## src/rtl/bti_arb2.sv

```systemverilog
// Two-master round-robin arbiter in front of a single bus-transaction slave.
// One transaction is in flight at a time; the response is steered back to the issuing master.
module bti_arb2 #(
    parameter int AW = 32,
    parameter int DW = 32
) (
    input  logic          clk_i,
    input  logic          rst_i,
    input  logic          m0_req_vld_i,
    output logic          m0_req_rdy_o,
    input  logic [AW-1:0] m0_req_addr_i,
    input  logic          m0_req_wr_i,
    input  logic [DW-1:0] m0_req_wdata_i,
    output logic          m0_rsp_vld_o,
    input  logic          m0_rsp_rdy_i,
    output logic [DW-1:0] m0_rsp_data_o,
    input  logic          m1_req_vld_i,
    output logic          m1_req_rdy_o,
    input  logic [AW-1:0] m1_req_addr_i,
    input  logic          m1_req_wr_i,
    input  logic [DW-1:0] m1_req_wdata_i,
    output logic          m1_rsp_vld_o,
    input  logic          m1_rsp_rdy_i,
    output logic [DW-1:0] m1_rsp_data_o,
    output logic          s_req_vld_o,
    input  logic          s_req_rdy_i,
    output logic [AW-1:0] s_req_addr_o,
    output logic          s_req_wr_o,
    output logic [DW-1:0] s_req_wdata_o,
    input  logic          s_rsp_vld_i,
    output logic          s_rsp_rdy_o,
    input  logic [DW-1:0] s_rsp_data_i
);

    typedef enum logic [1:0] {
        IDLE = 2'd0,
        REQ  = 2'd1,
        RSP  = 2'd2
    } state_e;

    state_e state_q, state_d;
    logic   owner_q, owner_d;
    logic   prio_q, prio_d;

    logic          own_req_vld;
    logic [AW-1:0] own_req_addr;
    logic          own_req_wr;
    logic [DW-1:0] own_req_wdata;
    logic          own_rsp_rdy;

    assign own_req_vld   = owner_q ? m1_req_vld_i   : m0_req_vld_i;
    assign own_req_addr  = owner_q ? m1_req_addr_i  : m0_req_addr_i;
    assign own_req_wr    = owner_q ? m1_req_wr_i    : m0_req_wr_i;
    assign own_req_wdata = owner_q ? m1_req_wdata_i : m0_req_wdata_i;
    assign own_rsp_rdy   = owner_q ? m1_rsp_rdy_i   : m0_rsp_rdy_i;

    // NOTE: reset is synchronous, and every state register uses <= so all flops update together.
    always_ff @(posedge clk_i) begin
        if (rst_i) begin
            state_q <= IDLE;
            owner_q <= 1'b0;
            prio_q  <= 1'b0;
        end else begin
            state_q <= state_d;
            owner_q <= owner_d;
            prio_q  <= prio_d;
        end
    end

    // NOTE: every output and next-state signal gets a default first so no latch is inferred.
    always_comb begin
        state_d       = state_q;
        owner_d       = owner_q;
        prio_d        = prio_q;
        m0_req_rdy_o  = 1'b0;
        m1_req_rdy_o  = 1'b0;
        m0_rsp_vld_o  = 1'b0;
        m1_rsp_vld_o  = 1'b0;
        m0_rsp_data_o = '0;
        m1_rsp_data_o = '0;
        s_req_vld_o   = 1'b0;
        s_req_addr_o  = '0;
        s_req_wr_o    = 1'b0;
        s_req_wdata_o = '0;
        s_rsp_rdy_o   = 1'b0;

        case (state_q)
            IDLE: begin
                if (m0_req_vld_i || m1_req_vld_i) begin
                    owner_d = (m0_req_vld_i && m1_req_vld_i) ? prio_q : m1_req_vld_i;
                    state_d = REQ;
                end
            end
            REQ: begin
                s_req_vld_o   = own_req_vld;
                s_req_addr_o  = own_req_addr;
                s_req_wr_o    = own_req_wr;
                s_req_wdata_o = own_req_wdata;
                if (owner_q) m1_req_rdy_o = s_req_rdy_i;
                else         m0_req_rdy_o = s_req_rdy_i;
                if (own_req_vld && s_req_rdy_i) state_d = RSP;
            end
            RSP: begin
                s_rsp_rdy_o = own_rsp_rdy;
                if (owner_q) begin
                    m1_rsp_vld_o  = s_rsp_vld_i;
                    m1_rsp_data_o = s_rsp_data_i;
                end else begin
                    m0_rsp_vld_o  = s_rsp_vld_i;
                    m0_rsp_data_o = s_rsp_data_i;
                end
                // The master just served loses priority for the next contended grant.
                if (s_rsp_vld_i && own_rsp_rdy) begin
                    prio_d  = ~owner_q;
                    state_d = IDLE;
                end
            end
            default: state_d = IDLE;
        endcase
    end

endmodule

```

## config.mk

```make
export PLATFORM = sky130hd
export DESIGN_NAME = bti_arb2
export DESIGN_NICKNAME = d
export VERILOG_FILES = /design/src/rtl/bti_arb2.sv
export SDC_FILE = /design/constraint.sdc
export NUM_CORES = 1
export LEC_CHECK = 0
export BUFFER_PORTS_ARGS = -buffer_cell sky130_fd_sc_hd__buf_2
export CORE_AREA = 2 2 117 119
export DETAILED_ROUTE_END_ITERATION = 10
export DIE_AREA = 0 0 119 121
export GPL_ROUTABILITY_DRIVEN = 0
export MAX_ROUTING_LAYER = met4
export PLACE_DENSITY = 0.41
export SLEW_MARGIN = 20
export SYNTH_ARGS = -nofsm -noshare
export SYNTH_HDL_FRONTEND = slang
export SYNTH_SLANG_ARGS = --single-unit
```

## constraint.sdc

```tcl
create_clock -name clk_i -period 1.5 [get_ports clk_i]
set_input_delay 0.15 -clock clk_i [delete_from_list [all_inputs] [get_ports clk_i]]
set_output_delay 0.15 -clock clk_i [all_outputs]
set_load 0.1 [all_outputs]
```

Word-level counts from Yosys, hierarchy flattened:

Cells that the tools add are included.
Widths: inputs -> output; s select.

* word-level logic and storage cells: 44
* register bits after elaboration: 4

* reductions and logical operators: 8
* muxes and demuxes: 27
* bitwise gates (word level): 1
* equality and inequality tests: 5

Operators by type and width (count)
* $mux 32: 8
* $mux 1: 15
* $mux 2: 3
* $ne 2x2->1 const B: 3
* $pmux 2 s3: 1
* $reduce_and 2->1: 2
* $logic_and 1x1->1: 3
* $reduce_and 3->1: 1
* $eq 2x1->1 const B: 1
* $eq 2x2->1 const B: 1
* $logic_not 2->1: 1
* $logic_or 1x1->1: 1
* $not 1->1: 1

Depth between registers and ports, before layout:

* word-level depth: 4
* depth in mapped cells: 5
* mapped depth without buffers: 3

Worst setup path before layout:

OpenSTA, ideal clock, no wires.

* kind: reg2out
* start point: register owner_q
* end point: output m0_rsp_vld_o
* slack: -1.464 ns
* arrival time: 2.814 ns
* stages on the path, launching flop included: 5
* path through: dfxtp_1 buf_6 buf_4 clkbuf_1 nor3_1

* cells in the longest elaborated chain, start to end: 2

RTL lines
* from (decl): line 42 `logic owner_q, owner_d;`
* from (signal assigned): line 65 `owner_q <= owner_d;`
* $mux 1: line 105 `if (owner_q) begin`
* $mux 1: line 87 `case (state_q)`
* to (decl): line 14 `output logic m0_rsp_vld_o,`

Every way passes these cells.

Worst setup path after layout:

* start point: register state_q[0]
* end point: output m1_rsp_data_o[12]

* cells in the longest elaborated chain, start to end: 2

RTL lines
* from (decl): line 41 `state_e state_q, state_d;`
* from (signal assigned): line 64 `state_q <= state_d;`
* $eq 2x2->1: line 87
* $mux 32: line 87
* to (decl): line 24 `output logic [DW-1:0] m1_rsp_data_o,`

Every way passes these cells.

==> flow_summary.yaml <==
cells_and_area:
  drive_gt1_share_pct: 95.2
  final_area_mm2: 0.00752
  mostFrequentLayoutCells: "169 x buf_2, 148 x buf_12, 59 x nor2_4, 51 x mux2i_4, 31 x and2_4"
  finish.utilization_pct: 57.5
  layout_commonest_cell: "buf_2"
  area_growth_pct: 341
  nets: 749
  diodes: 0
critical_path:
  worstSetupEndpointType: "output pin"
  critPathKind: "reg -> out"
  slowest_stage: "and2b_4"
  arrival_ps: 1520
  required_ps: 1350
  worstPathMaxFanout: 9
  crit_family: "simple AND/OR/NAND/NOR gates"
  start_kind: "flop"
  critPathBufInv: 2
  worstPathCellList: "and2b_4 -> clkbuf_16 -> and3_2 -> buf_12"
  critical_path.max_stage_delay_ps: 360
drt:
  routed.top_layer: "met4"
  first_iter_violations: 67
  ant_nets: 0
  met2_wirelength_um: 7450
  dr_wl_met3_um: 587
  dr.pass1.iters: 4
  num_vias: 3187
  wl_um: 12800
  wl_per_cell_um: 16.9
  post-route-drc-count: 0
  m1WireLength_um: 4540
  vias_per_cell: 4.23
floorplanning:
  die_area_mm2: 0.0144
  die_h_um: 121
  die_x_um: 119
  num_rows: 42
  start_util_pct: 13.0
  core-area_mm2: 0.0131
  io_pins: 305
grt:
  grt_pass1_vias: 3327
  antenna_found_initial: 0
  grtUsageTotal_pct: 16.2
  grt.overflow.total: 0
  grt_pass1_wl_um: 18000
  grt_max_degree: 36
synth:
  yosys.area_share.simple_pct: 44.7
  synth.net_count: 424
  synth_xor_area_share_pct: 0
  ys_types: 24
  synthMuxAreaShare_pct: 39.6
  synth_top_family_by_area: "simple AND/OR/NAND/NOR gates"
  synthAdderAreaFrac_pct: 0
  ys_seq_area_share_pct: 4.70
  yosys_warnings: 0
  synthesis.area_mm2: 0.00170
  synth-compound-area-share_pct: 2.72
  ys_seq_elements: 4
  syn_inst: 254
  avgSynthCellArea_um2: 6.71
power_and_ir_drop:
  p_leak_uw: 0.00297
  irDropWorstVdd_mv: 0.264
  power.density_mw_per_mm2: 540
timing:
  period_minus_slack_ps: 1670
  worst_slew_pin_slew_ps: 275
  slew_viol_final: 0
  fin_worst_skew_ps: 0.535
  hold_ws_ps: 152
  finalSetupViolCount: 132
  max_slew_margin_pct: 81.1
  setup_slack_ps: -167
  max_freq_mhz: 600
  layout_worst_path_cycle_share_pct: 111
  grt_setup_unrepaired: "true"
  report.final.hold_viol_count: 0
place:
  io_buffers: 304
  dpl-instance-area_mm2: 0.00616
  hpwl_um: 9640
run_status:
  outcome: "finished, violations left"
  violations: "negative setup slack"
clock_network:
  cts_tree: "done"
  clockBufferDepth: 2
  insertion_delay_ps: 230
  htree_levels: 1
  clkTransAtPathRegs_ps: 30
  cts-hold-fix-buffers: 0
  numClockSinks: 4
  cts_root_buf: "clkbuf_16"
  cts_buffers: 3
job:
  drv_cap: 0
hold_path:
  min_path_type: "in -> reg"
==> per-stage QoR <==
step	total power (µW)	setup slack [ps]	TNS, ps	instances
6_report	4060	-167	-13350	754
3_5_place_dp	3110	-10.8	-12.2	726
4_1_cts	3850	-151	-13780	740
2_1_floorplan	2000	-269	-3340	254
5_1_grt	4190	-204	-19750	754
3_3_place_gp	3080	21.5	0	726
==> worst register-to-register path, delay by kind of cell (launching register included) <==
kind,cells,cell delay [ps]
muxes,1,300
buffers and inverters,3,390
and+or+nand+nor,2,400
DFF,1,410
==> where the power goes <==
| part | internal, µW | switching (µW) | leakage [µW] |
|---|---|---|---|
| clock | 352 | 90.2 | 0.0000382 |
| combinational | 1420 | 2080 | 0.00290 |
| sequential | 113 | 11.0 | 0.0000340 |
| total | 1880 | 2180 | 0.00297 |
==> sequential cells by signal, summed over array words and instances (netlist names) <==
register and cells:
prio_q 1, state_q 2, owner_q 1
==> kinds of logic after synthesis <==
| group | Yosys count |
|---|---|
| buffers and inverters | 27 |
| multiplexers | 67 |
| AND/OR/NAND/NOR | 150 |
| AO/OA/AOI/OAI | 6 |
| flip-flops | 4 |
==> synthesized netlist by cell type <==
| master | number | share of area (%) |
|---|---|---|
| mux2i_1 | 66 | 39 |
| nor4_2 | 1 | 0.73 |
| mux2_4 | 1 | 0.88 |
| nand2b_1 | 3 | 1.1 |
| inv_1 | 2 | 0.44 |
| nand2_1 | 2 | 0.44 |
| nor3_1 | 3 | 0.88 |
| nor2_1 | 69 | 15 |
| nand3_1 | 2 | 0.59 |
| a2111oi_2 | 1 | 0.88 |
| and3_1 | 35 | 13 |
| a21oi_1 | 2 | 0.59 |
| and2_1 | 33 | 12 |
| nor2b_1 | 1 | 0.37 |
| dfxtp_1 | 4 | 4.7 |
| o21ai_1 | 1 | 0.29 |
| clkbuf_2 | 3 | 0.88 |
| a31oi_1 | 1 | 0.37 |
| buf_2 | 10 | 2.9 |
| buf_6 | 1 | 0.66 |
| a21bo_2 | 1 | 0.59 |
| buf_4 | 4 | 1.8 |
| clkbuf_1 | 7 | 1.5 |
| and2b_1 | 1 | 0.44 |
==> worst paths after layout <==
| check | cells past startpoint | start | endpoint | slack (ps) |
|---|---|---|---|---|
| worst max-delay path | 4 | state_q[0] | m1_rsp_data_o[12] | -170 |
| worst min-delay path | 2 | rst_i | owner_q | 150 |
| worst max register to register | 6 | owner_q | state_q[0] | -100 |
| worst min register to register | 2 | prio_q | prio_q | 500 |
==> layout make-up <==
type | instances | area, µm²
well taps | 176 | 220
multi-input cells | 223 | 2870
repair buffers | 345 | 4260
flip-flops and latches | 4 | 87.6
inverters | 2 | 7.51
clock buffers | 4 | 78.8
fillers | 1096 | 5560
==> per-layer routing <==
layer  track usage, %  vias up
met3             2.16       17
met4             3.35        0
met1             17.1     1503
li1                 -     1533
met2             32.0      134
met5                -        -
==> timing repair <==
item | 4_1_cts | 5_1_grt
setup buffers | 6 | 6
endpoints found under the setup margin | 134 | 133
pin swaps | 23 | 31
resized for setup | 87 | 85
cloned | 4 | 8
No activity file was read; power rests on OpenSTA's default activity.
